[config.mk]
export PLATFORM = sky130hd
export DESIGN_NAME = cache_arbiter
export DESIGN_NICKNAME = d
export VERILOG_FILES = /design/src/rtl/cpu_params_pkg.sv /design/src/rtl/cpu_structs_pkg.sv /design/src/rtl/cache_arbiter.sv
export SDC_FILE = /design/constraint.sdc
export NUM_CORES = 1
export LEC_CHECK = 0
export BUFFER_PORTS_ARGS = -buffer_cell sky130_fd_sc_hd__buf_4
export CORE_AREA = 2 2 339 341
export CTS_CLUSTER_SIZE = 14
export DETAILED_ROUTE_END_ITERATION = 10
export DIE_AREA = 0 0 341 343
export GPL_TIMING_DRIVEN = 1
export PLACE_DENSITY_LB_ADDON = 0.25
export SETUP_SLACK_MARGIN = 0.05
export SYNTH_ARGS = -nofsm -noshare
export SYNTH_HDL_FRONTEND = slang
export SYNTH_SLANG_ARGS = --single-unit
export TNS_END_PERCENT = 50
[constraint.sdc]
create_clock -name clk_in -period 24.9 [get_ports clk_in]
set_input_delay 1.245 -clock clk_in [delete_from_list [all_inputs] [get_ports clk_in]]
set_output_delay 1.245 -clock clk_in [all_outputs]
set_load 0.01 [all_outputs]
[src/rtl/cpu_params_pkg.sv]
// rtl/cpu_params_pkg.sv - CPU width parameters shared by the cache/memory path
package cpu_params_pkg;

  localparam int PC_SZ  = 32;
  localparam int CL_LEN = 16;
  localparam int CL_SZ  = $clog2(CL_LEN);
  localparam int CLW    = CL_LEN * 8;

endpackage

[src/rtl/cpu_structs_pkg.sv]
// rtl/cpu_structs_pkg.sv - shared request struct and arbiter state type
package cpu_structs_pkg;

  import cpu_params_pkg::*;

  // rw=1 read, rw=0 write; rw_addr is a cache-line address (byte offset dropped)
  typedef struct packed {
    logic                    rw;
    logic [PC_SZ-CL_SZ-1:0]  rw_addr;
    logic [CL_LEN*8-1:0]     wr_data;
  } ARB_Data;

  typedef enum logic [1:0] {
    ARB_IDLE,
    ARB_REQ,
    ARB_WAIT,
    ARB_RESP
  } ARB_STATE;

endpackage

[src/rtl/cache_arbiter.sv]
// rtl/cache_arbiter.sv - arbitrates I$ and D$ line misses onto one memory port
module cache_arbiter
  import cpu_params_pkg::*;
  import cpu_structs_pkg::*;
#(
  parameter bit FAIR = 1'b1
) (
  input  logic           clk_in,
  input  logic           reset_in,
  input  logic           ic_req,
  input  ARB_Data        ic_req_data,
  output logic           ic_ack,
  output logic [CLW-1:0] ic_rd_data,
  input  logic           dc_req,
  input  ARB_Data        dc_req_data,
  output logic           dc_ack,
  output logic [CLW-1:0] dc_rd_data,
  output logic           sm_req,
  output ARB_Data        sm_req_data,
  input  logic           sm_ack,
  input  logic           sm_done,
  input  logic [CLW-1:0] sm_rd_data
);

  ARB_STATE state;
  logic     grant_dc;  // 1 = current transaction belongs to D$
  logic     last_dc;   // 1 = most recently completed grant went to D$
  logic     win_dc;

  // Pick the winner: a lone requester wins, ties go by FAIR (alternate or D$ first)
  always_comb begin
    win_dc = 1'b0;
    if (ic_req && dc_req) begin
      win_dc = FAIR ? !last_dc : 1'b1;
    end else begin
      win_dc = dc_req;
    end
  end

  // Transaction FSM; every output is a register written here
  always_ff @(posedge clk_in or posedge reset_in) begin
    if (reset_in) begin
      state       <= ARB_IDLE;
      grant_dc    <= 1'b0;
      last_dc     <= 1'b0;
      sm_req      <= 1'b0;
      sm_req_data <= '0;
      ic_ack      <= 1'b0;
      dc_ack      <= 1'b0;
      ic_rd_data  <= '0;
      dc_rd_data  <= '0;
    end else begin
      case (state)
        ARB_IDLE: begin
          if (ic_req || dc_req) begin
            grant_dc    <= win_dc;
            sm_req_data <= win_dc ? dc_req_data : ic_req_data;
            sm_req      <= 1'b1;
            state       <= ARB_REQ;
          end
        end
        ARB_REQ: begin
          if (sm_ack) begin
            sm_req <= 1'b0;
            if (sm_done) begin
              // memory accepted and finished in one cycle: skip the wait state
              if (grant_dc) begin
                dc_rd_data <= sm_rd_data;
                dc_ack     <= 1'b1;
              end else begin
                ic_rd_data <= sm_rd_data;
                ic_ack     <= 1'b1;
              end
              state <= ARB_RESP;
            end else begin
              state <= ARB_WAIT;
            end
          end
        end
        ARB_WAIT: begin
          if (sm_done) begin
            if (grant_dc) begin
              dc_rd_data <= sm_rd_data;
              dc_ack     <= 1'b1;
            end else begin
              ic_rd_data <= sm_rd_data;
              ic_ack     <= 1'b1;
            end
            state <= ARB_RESP;
          end
        end
        ARB_RESP: begin
          // ack is high for this one cycle; requests are re-examined from IDLE
          ic_ack  <= 1'b0;
          dc_ack  <= 1'b0;
          last_dc <= grant_dc;
          state   <= ARB_IDLE;
        end
        default: begin
          state <= ARB_IDLE;
        end
      endcase
    end
  end

endmodule

After elaboration in Yosys (flattened, before gate mapping). Cells that the tools add are included.

Bits in registers: 420. Output and inout port bits: 416. Logic and storage cells: 55. Input port bits: 448.

Muxes and demuxes: 26. Reduce and logical (&&, ||, !) cells: 12. Equality and inequality tests: 6.

Operators by type and width (count): 128-bit two-way mux (6); 128-bit one-hot mux with 2 select lines (2); 157-bit two-way mux (1); 1-bit two-way mux (10); 2-bit one-hot mux with 4 select lines (1); 2-bit two-way mux (3); 2-bit != test, second input constant (3); 1-bit one-hot mux with 3 select lines (2); 2-bit AND reduction (3); 3-bit AND reduction (2); 2-bit == test, second input constant (2); 2-bit nonzero test (2); 3-bit nonzero test (1); 2-bit by 1-bit == test with 1-bit output, second input constant (1); 2-bit zero test (1); 1-bit one-hot mux with 2 select lines (1); 1-bit logical AND (1); 1-bit zero test (1); 1-bit logical OR (1).

Logic depth before layout (Yosys ltp). Gate-level depths: netlist of run 1.

Depth after elaboration: 4. Mapped depth: 8. Mapped depth without buffers: 5.

Worst setup path before layout of run 1. Ideal clock, no wire load.

Kind: input to register. Start: input sm_ack. End: register ic_rd_data[100]. Arrival time: 2.172 ns. Slack: 22.603 ns. Data required time: 24.775 ns. Library setup time: 0.125 ns. Cell stages on the path: 5. Buffers on the path: 2. Path through: nand2b_2 nand4_2 buf_6 buf_6 mux2_2.

Longest elaborated chain between the ends: 2.

Ends and longest elaborated chain: from (decl) (line cache_arbiter.sv:20) `input logic sm_ack,`; 2-bit != test (no line); 2-bit AND reduction (no line); to (signal assigned) (line cache_arbiter.sv:71) `ic_rd_data <= sm_rd_data;`; to (signal assigned) (line cache_arbiter.sv:86) `ic_rd_data <= sm_rd_data;`; to (decl) (line cache_arbiter.sv:13) `output logic [CLW-1:0] ic_rd_data,`.

Every way passes these cells. A chain may end at the register's enable or synchronous reset.

Final worst setup path of run 1.
Start: input dc_req. End: register sm_req_data[93] (netlist bit).

Longest elaborated chain between the ends: 3. Elaborated cells on any way between the ends: 5. Those cells by class: 2 x mux; 3 x reduce/logical.

Ends and longest elaborated chain: from (decl) (line cache_arbiter.sv:14) `input logic dc_req,`; 1-bit logical AND (line cache_arbiter.sv:33) `if (ic_req && dc_req) begin`; 1-bit two-way mux (line cache_arbiter.sv:33); 157-bit two-way mux (line cache_arbiter.sv:57) `sm_req_data <= win_dc ? dc_req_data : ic_req_data;`; to (signal assigned) (line cache_arbiter.sv:57); to (decl) (line cache_arbiter.sv:19) `output ARB_Data sm_req_data,`.

Several ways; a longest one is shown, not always the timed one.

==> out/qor.txt, run 1 <==
TritonCTS clock tree: built
WL/cell: 18.0 um
Die area: 0.117 mm2
Post-DP HPWL: 52200 um
Cts bufs inserted: 52
Most common cell in the synthesized netlist: dfrtp_1
CP Max Fanout: 116
Post-route ant nets: 0
Int Power: 0.00226 W
Core Area: 0.113 mm2
Number of fill cells: 12.1k
Setup TNS: 0 ns
Clock Skew: 0.00857 ns
Critical path class: primary input to flip-flop
Synth top cells by count: 420 x dfrtp_1, 256 x mux2_2, 159 x mux2i_1, 159 x nand2_1, 158 x o21ai_0
Ports: 864
Compound-Gate Fraction of Synth Area: 5.04%
Synth area leader: dfrtp_1
CP top delay family: buffers and inverters
Syn_area_per_cell: 13.6 um2
Synth cell types: 29
Clock share of power: 21.8%
H-Tree Level Count: 2
Reg clk slew, reported paths: 0.06 ns
Switching Fraction: 35.3%
Post-synth design cell area: 0.0173 mm2
Sequential Power Share: 35.4%
Vias: 13.0k
Post-Layout Cell Count: 3671
Top post-synthesis cells by area: dfrtp_1 61%, mux2_2 17%, mux2i_1 9.2%
DP Worst Slack: 20.14 ns
Placed cell count: 3577
Max Buffers Root-to-Sink: 3
Post-synthesis mux area share: 26.1%
Warnings from Yosys: 0
Initial antenna violation count: 2
Hold_sp: sm_req_data[33]
Main synth FF type: dfrtp_1
Depth of the most critical reg-to-reg path: 7
# rows: 124
Crit path cell chain: buf_4 > o21ai_4 > buf_4 > buf_4 > buf_4 > o21ai_0
Synth Area in Simple Gates: 3.87%
Critical Path RT: 25.34 ns
Drt drc: 0
Max cap viols: 0
Sw Pwr: 0.00123 W
Status: finished, final reports clean
Final worst slack: 20.73 ns
Post-synth EDFFs: 0
RSZ-0062 raised after global routing: false
Post-synthesis sequential area ratio: 60.9%
Post-synth top area share: 60.9%
Initial Utilization: 15.2%
Xor and xnor area share after synthesis: 0%
Hold-fix buffers, CTS: 0
Grt total ovfl: 0
CP most frequent cell: buf_4
Worst Setup Start Kind: primary input
Combinational share of power: 42.9%
CP max-delay cell: buf_4
Final Setup Violations: 0
Synth Net Count: 1721
Worst IR drop on VDD: 0.0441 mV
Leakage: 13.0 nW
Worst setup EP type: flip-flop
Post-layout net count: 2572
Hold Vio Cnt, Final: 0
Max incr delay on CP: 0.84 ns
Height of the chip: 343 um
Flops & latches, synth: 420
Drt first pass iters: 4
Largest family of logic cells by synthesized area: multiplexers
CP arrival: 4.61 ns
Largest net degree at the start of global routing: 128
Minimum clock period: 4.17 ns
Layout area overhead: 55.8%
Vias in the first global route: 14.0k
Routed wire length: 66000 um
Worst-Skew Late Latency: 0.61 ns
Share of layout cells above drive strength 1: 56.5%
Reg-to-reg endpoint: sm_req_data[93]
Worst R2R Setup Slack: 20.89 ns
# clock sinks: 420
CP Launch Point: dc_req
Gpl congestion: 0.841
First-pass GRT wire length: 94200 um
Worst-margin pin slew: 1.01 ns
Syn Inst Count: 1268
Worst Hold Depth: 2
Rel. slew slack: 32.5%
Initial detailed-routing violation count: 361
Clk root buf: clkbuf_16
Setup Fix Bufs, Post-CTS: 0
Total Routing Usage GR: 10.7%
Worst Path Buf+Inv: 4
Post-CTS Resized: 0
Max Slew Vio Count: 0
Die Wd: 341 um
Reg2Reg Launch Point: state[0]
Area share of fa/ha/maj cells after synthesis: 0.363%
Buffers on Ports: 863
Pwr Density: 130 mW/mm2
Fmax: 0.240 GHz
Via density: 3.55
Asr flop ratio synth: 100%
Crit share post-route: 16.7%
Hold Path Sink: sm_req_data[33]
Hold Crit Class: flip-flop to flip-flop
## worst max-delay path by stage
stage | depth (start not counted) | slack, ns | endpoint
4_1_cts | 6 | 20.84 | sm_req_data[66]
3_3_place_gp | 6 | 20.22 | sm_req_data[75]
6_report | 6 | 20.73 | sm_req_data[93]
2_1_floorplan | 1 | 11.96 | dc_ack
3_5_place_dp | 6 | 20.14 | sm_req_data[66]
5_1_grt | 6 | 20.41 | sm_req_data[91]
## area by class of cell
type | count | area, um2 | share of cell area, %
Tap cell | 1512 | 1890 | 7.04
Inverter | 8 | 37.5 | 0.140
Multi-Input combinational cell | 760 | 6130 | 22.8
Clock inverter | 19 | 235 | 0.875
Sequential cell | 420 | 10500 | 39.1
Clock buffer | 73 | 1470 | 5.48
Antenna cell | 2 | 5.00 | 0.0186
Timing Repair Buffer | 877 | 6600 | 24.5
## registers in the layout, summed over array words and instances (netlist names)
register	cells
sm_req_data	157
dc_rd_data	128
ic_rd_data	128
state	2
dc_ack	1
grant_dc	1
ic_ack	1
last_dc	1
sm_req	1
## placed cells by master (no fill, tap or decap), types with 10 or more instances in the layout
| master | instances |
|---|---|
| o21ai_0 | 158 |
| nand2_1 | 159 |
| dfrtp_1 | 420 |
| clkbuf_1 | 13 |
| mux2i_1 | 159 |
| clkbuf_16 | 53 |
| mux2_2 | 256 |
| buf_4 | 876 |
| clkinv_2 | 10 |
## power by group through the flow
stage | combinational (W) | clock, W | sequential [W]
floorplan | 0.000575 | 0 | 0.00137
CTS | 0.00154 | 0.000798 | 0.00124
detailed placement | 0.00154 | 0 | 0.00125
global route | 0.00162 | 0.000823 | 0.00128
finish | 0.00150 | 0.000760 | 0.00124
global placement | 0.00153 | 0 | 0.00124
## worst min-delay path: cells and delay by family (launching register included)
family           cells  cell delay [ns]
AO/OA/AOI/OAI        1             0.06
flip-flops           1             0.33
AND/OR/NAND/NOR      1             0.05
## per-layer routing
layer	vias to the layer above	GRT usage (%)	share of wire [%]
met1	6304	12.2	39
met4	0	3.18	2.4
met5	-	0	0
li1	6140	-	-
met2	520	19.1	51
met3	73	3.40	7.6
## through the flow
step           area (um2)  utilization (%)  hold WS, ns  total power [W]
2_1_floorplan       17300                -        0.481          0.00194
5_1_grt             26900             23.7        0.495          0.00372
3_5_place_dp        25200             22.2        0.471          0.00279
3_3_place_gp        25200             22.2        0.465          0.00277
6_report            26900             23.7        0.479          0.00349
4_1_cts             26900             23.7        0.484          0.00358
## cells by family after synthesis
kind of cell,Yosys count
simple gates,170
buf+inv,88
mux,417
flops,420
compound gates,168
fa+ha+maj,5
Power figures use the tool's default switching activity.
==> run 2: changes to the inputs <==
--- a/config.mk
+++ b/config.mk
@@ -6,10 +6,10 @@
 export NUM_CORES = 1
 export LEC_CHECK = 0
 export BUFFER_PORTS_ARGS = -buffer_cell sky130_fd_sc_hd__buf_4
-export CORE_AREA = 2 2 339 341
+export CORE_AREA = 2 2 338 340
 export CTS_CLUSTER_SIZE = 14
 export DETAILED_ROUTE_END_ITERATION = 10
-export DIE_AREA = 0 0 341 343
+export DIE_AREA = 0 0 340 342
 export GPL_TIMING_DRIVEN = 1
 export PLACE_DENSITY_LB_ADDON = 0.25
 export SETUP_SLACK_MARGIN = 0.05
==> constraint.sdc (replaced) <==
create_clock -name clk_in -period 3.65 [get_ports clk_in]
set_input_delay 0.1825 -clock clk_in [delete_from_list [all_inputs] [get_ports clk_in]]
set_output_delay 0.1825 -clock clk_in [all_outputs]
set_load 0.01 [all_outputs]
==> out/qor.txt, run 2 (synthesis results as in run 1) <==
Initial detailed-routing violation count: 425
Multi-input logic area: 0.00613 mm2
First-pass GRT wire length: 99800 um
Final core occ: 28.0%
Leakage: 15.1 nW
H-Tree Level Count: 2
Routed wire length: 67700 um
ANT cells: 0
Worst Hold Depth: 4
Initial antenna violation count: 3
Setup Fix Bufs, Post-CTS: 0
Critical Path RT: 4.10 ns
Status: finished, final reports clean
Buffers on Ports: 863
Worst Path Buf+Inv: 4
Vias: 15.1k
Pwr Density: 774 mW/mm2
# rows: 124
CP arrival: 3.16 ns
Max Buffers Root-to-Sink: 3
Reg-to-reg endpoint: sm_req_data[84]
CP Launch Point: dc_req
CP max-delay cell: a21bo_4
Die Wd: 340 um
Worst Setup Start Kind: primary input
Reg2Reg Launch Point: last_dc
Max incr delay on CP: 0.68 ns
Depth of the most critical reg-to-reg path: 5
Worst setup EP type: flip-flop
Final Setup Violations: 0
Reg with most FFs: sm_req_data
Worst IR drop on VDD: 0.369 mV
Cts bufs inserted: 51
Biggest regs: sm_req_data: 157 flops, dc_rd_data: 128 flops, ic_rd_data: 128 flops
Hold Vio Cnt, Final: 0
Number of fill cells: 11.7k
Register area: 0.0105 mm2
Total Power: 0.0245 W
Worst-margin pin slew: 0.951 ns
Minimum clock period: 2.71 ns
Grt total ovfl: 0
Reg clk slew, reported paths: 0.06 ns
Initial Utilization: 15.3%
CP top delay family: buffers and inverters
Max cap viols: 0
RSZ-0062 raised after global routing: false
Hold-fix buffers, CTS: 447
Hold Crit Class: primary input to flip-flop
Core Area: 0.113 mm2
Drt drc: 0
Post-layout net count: 3050
Share of layout cells above drive strength 1: 47.6%
Final worst slack: 0.937 ns
Critical path class: primary input to flip-flop
Crit path cell chain: dlygate4sd3_1 > buf_4 > a21bo_4 > buf_12 > mux2i_1 > dlygate4sd3_1 > o21ai_0
CP Max Fanout: 40
Worst-Skew Late Latency: 0.61 ns
Post-CTS Resized: 0
DP Worst Slack: 1.18 ns
TritonCTS clock tree: built
Layout area overhead: 83.8%
Fmax: 0.369 GHz
Post-route ant nets: 0
Clock Skew: 0.0155 ns
Commonest non-fill, non-tap cell in the layout: buf_4
Via density: 3.65
Largest net degree at the start of global routing: 159
Vias in the first global route: 16.2k
CP most frequent cell: dlygate4sd3_1
Worst R2R Setup Slack: 1.00 ns
Ports: 864
Rel. slew slack: 36.6%
Most frequent cells in the layout: 900 x buf_4, 447 x dlygate4sd3_1, 420 x dfrtp_1
Die area: 0.116 mm2
Crit share post-route: 74.3%
Max FFs per register: 157
Height of the chip: 342 um
Hold_sp: ic_req
Max Slew Vio Count: 0
# clock sinks: 420
Clk root buf: clkbuf_16
Gpl congestion: 0.835
Hold Path Sink: grant_dc
Post-DP HPWL: 51600 um
Total Routing Usage GR: 11.2%
WL/cell: 16.3 um
Drt first pass iters: 4
-- run 2: cell types whose count changed in the layout (fill, tap and decap cells not counted) --
| cell | before | now |
|---|---|---|
| dlygate4sd3_1 | 0 | 447 |
| buf_4 | 876 | 900 |
| buf_12 | 1 | 9 |
| clkbuf_1 | 13 | 10 |
| clkbuf_8 | 7 | 10 |
| clkinvlp_4 | 1 | 3 |
| diode_2 | 2 | 0 |
| clkbuf_16 | 53 | 52 |
| clkinv_16 | 0 | 1 |
| inv_16 | 2 | 1 |
| inv_6 | 0 | 1 |
| inv_8 | 1 | 0 |
-- run 2: worst min-delay path, stage by stage --
cell,delay [ns]
buf_4,0.12
o21ai_4,0.24
nand2_1,0.14
o21ai_0,0.06
-- run 2: worst max path at each step --
stage / end / slack, ns / depth (start not counted)
global placement: ic_rd_data[33] / 1.25 / 6
finish: sm_req_data[84] / 0.94 / 7
detailed placement: ic_rd_data[56] / 1.18 / 6
floorplan: dc_ack / -2.20 / 1
global route: sm_req_data[15] / 0.90 / 8
CTS: sm_req_data[18] / 0.99 / 7
-- run 2: power breakdown --
part,switching (W),total (W),internal [W]
Combinational,0.00505,0.0110,0.00591
Clock,0.00210,0.00521,0.00311
Sequential,0.00133,0.00837,0.00704
Total,0.00848,0.0245,0.0161
-- run 2: cell type report --
class / count / area share, %
repair buffers: 1356 / 36.0
flip-flops and latches: 420 / 33.1
multi-input cells: 760 / 19.3
well taps: 1512 / 5.97
clock buffers: 72 / 4.66
clock inverters: 21 / 0.825
inverters: 8 / 0.107
-- run 2: stage by stage --
step           instances  area (um2)  hold WS (ns)  setup TNS (ns)
5_1_grt             4149       31700         0.165               0
3_3_place_gp        3609       25500         0.403               0
2_1_floorplan       1268       17300         0.314         -923.16
3_5_place_dp        3609       25500         0.411               0
4_1_cts             4149       31700         0.140               0
6_report            4149       31700         0.190               0
-- run 2: metal layers --
layer / up-vias / track usage, % / wire length (um)
li1: 7104 / - / -
met1: 7355 / 13.1 / 27300
met2: 570 / 19.5 / 33600
met3: 96 / 2.66 / 4320
met4: 0 / 4.51 / 2520
met5: - / 0 / 0
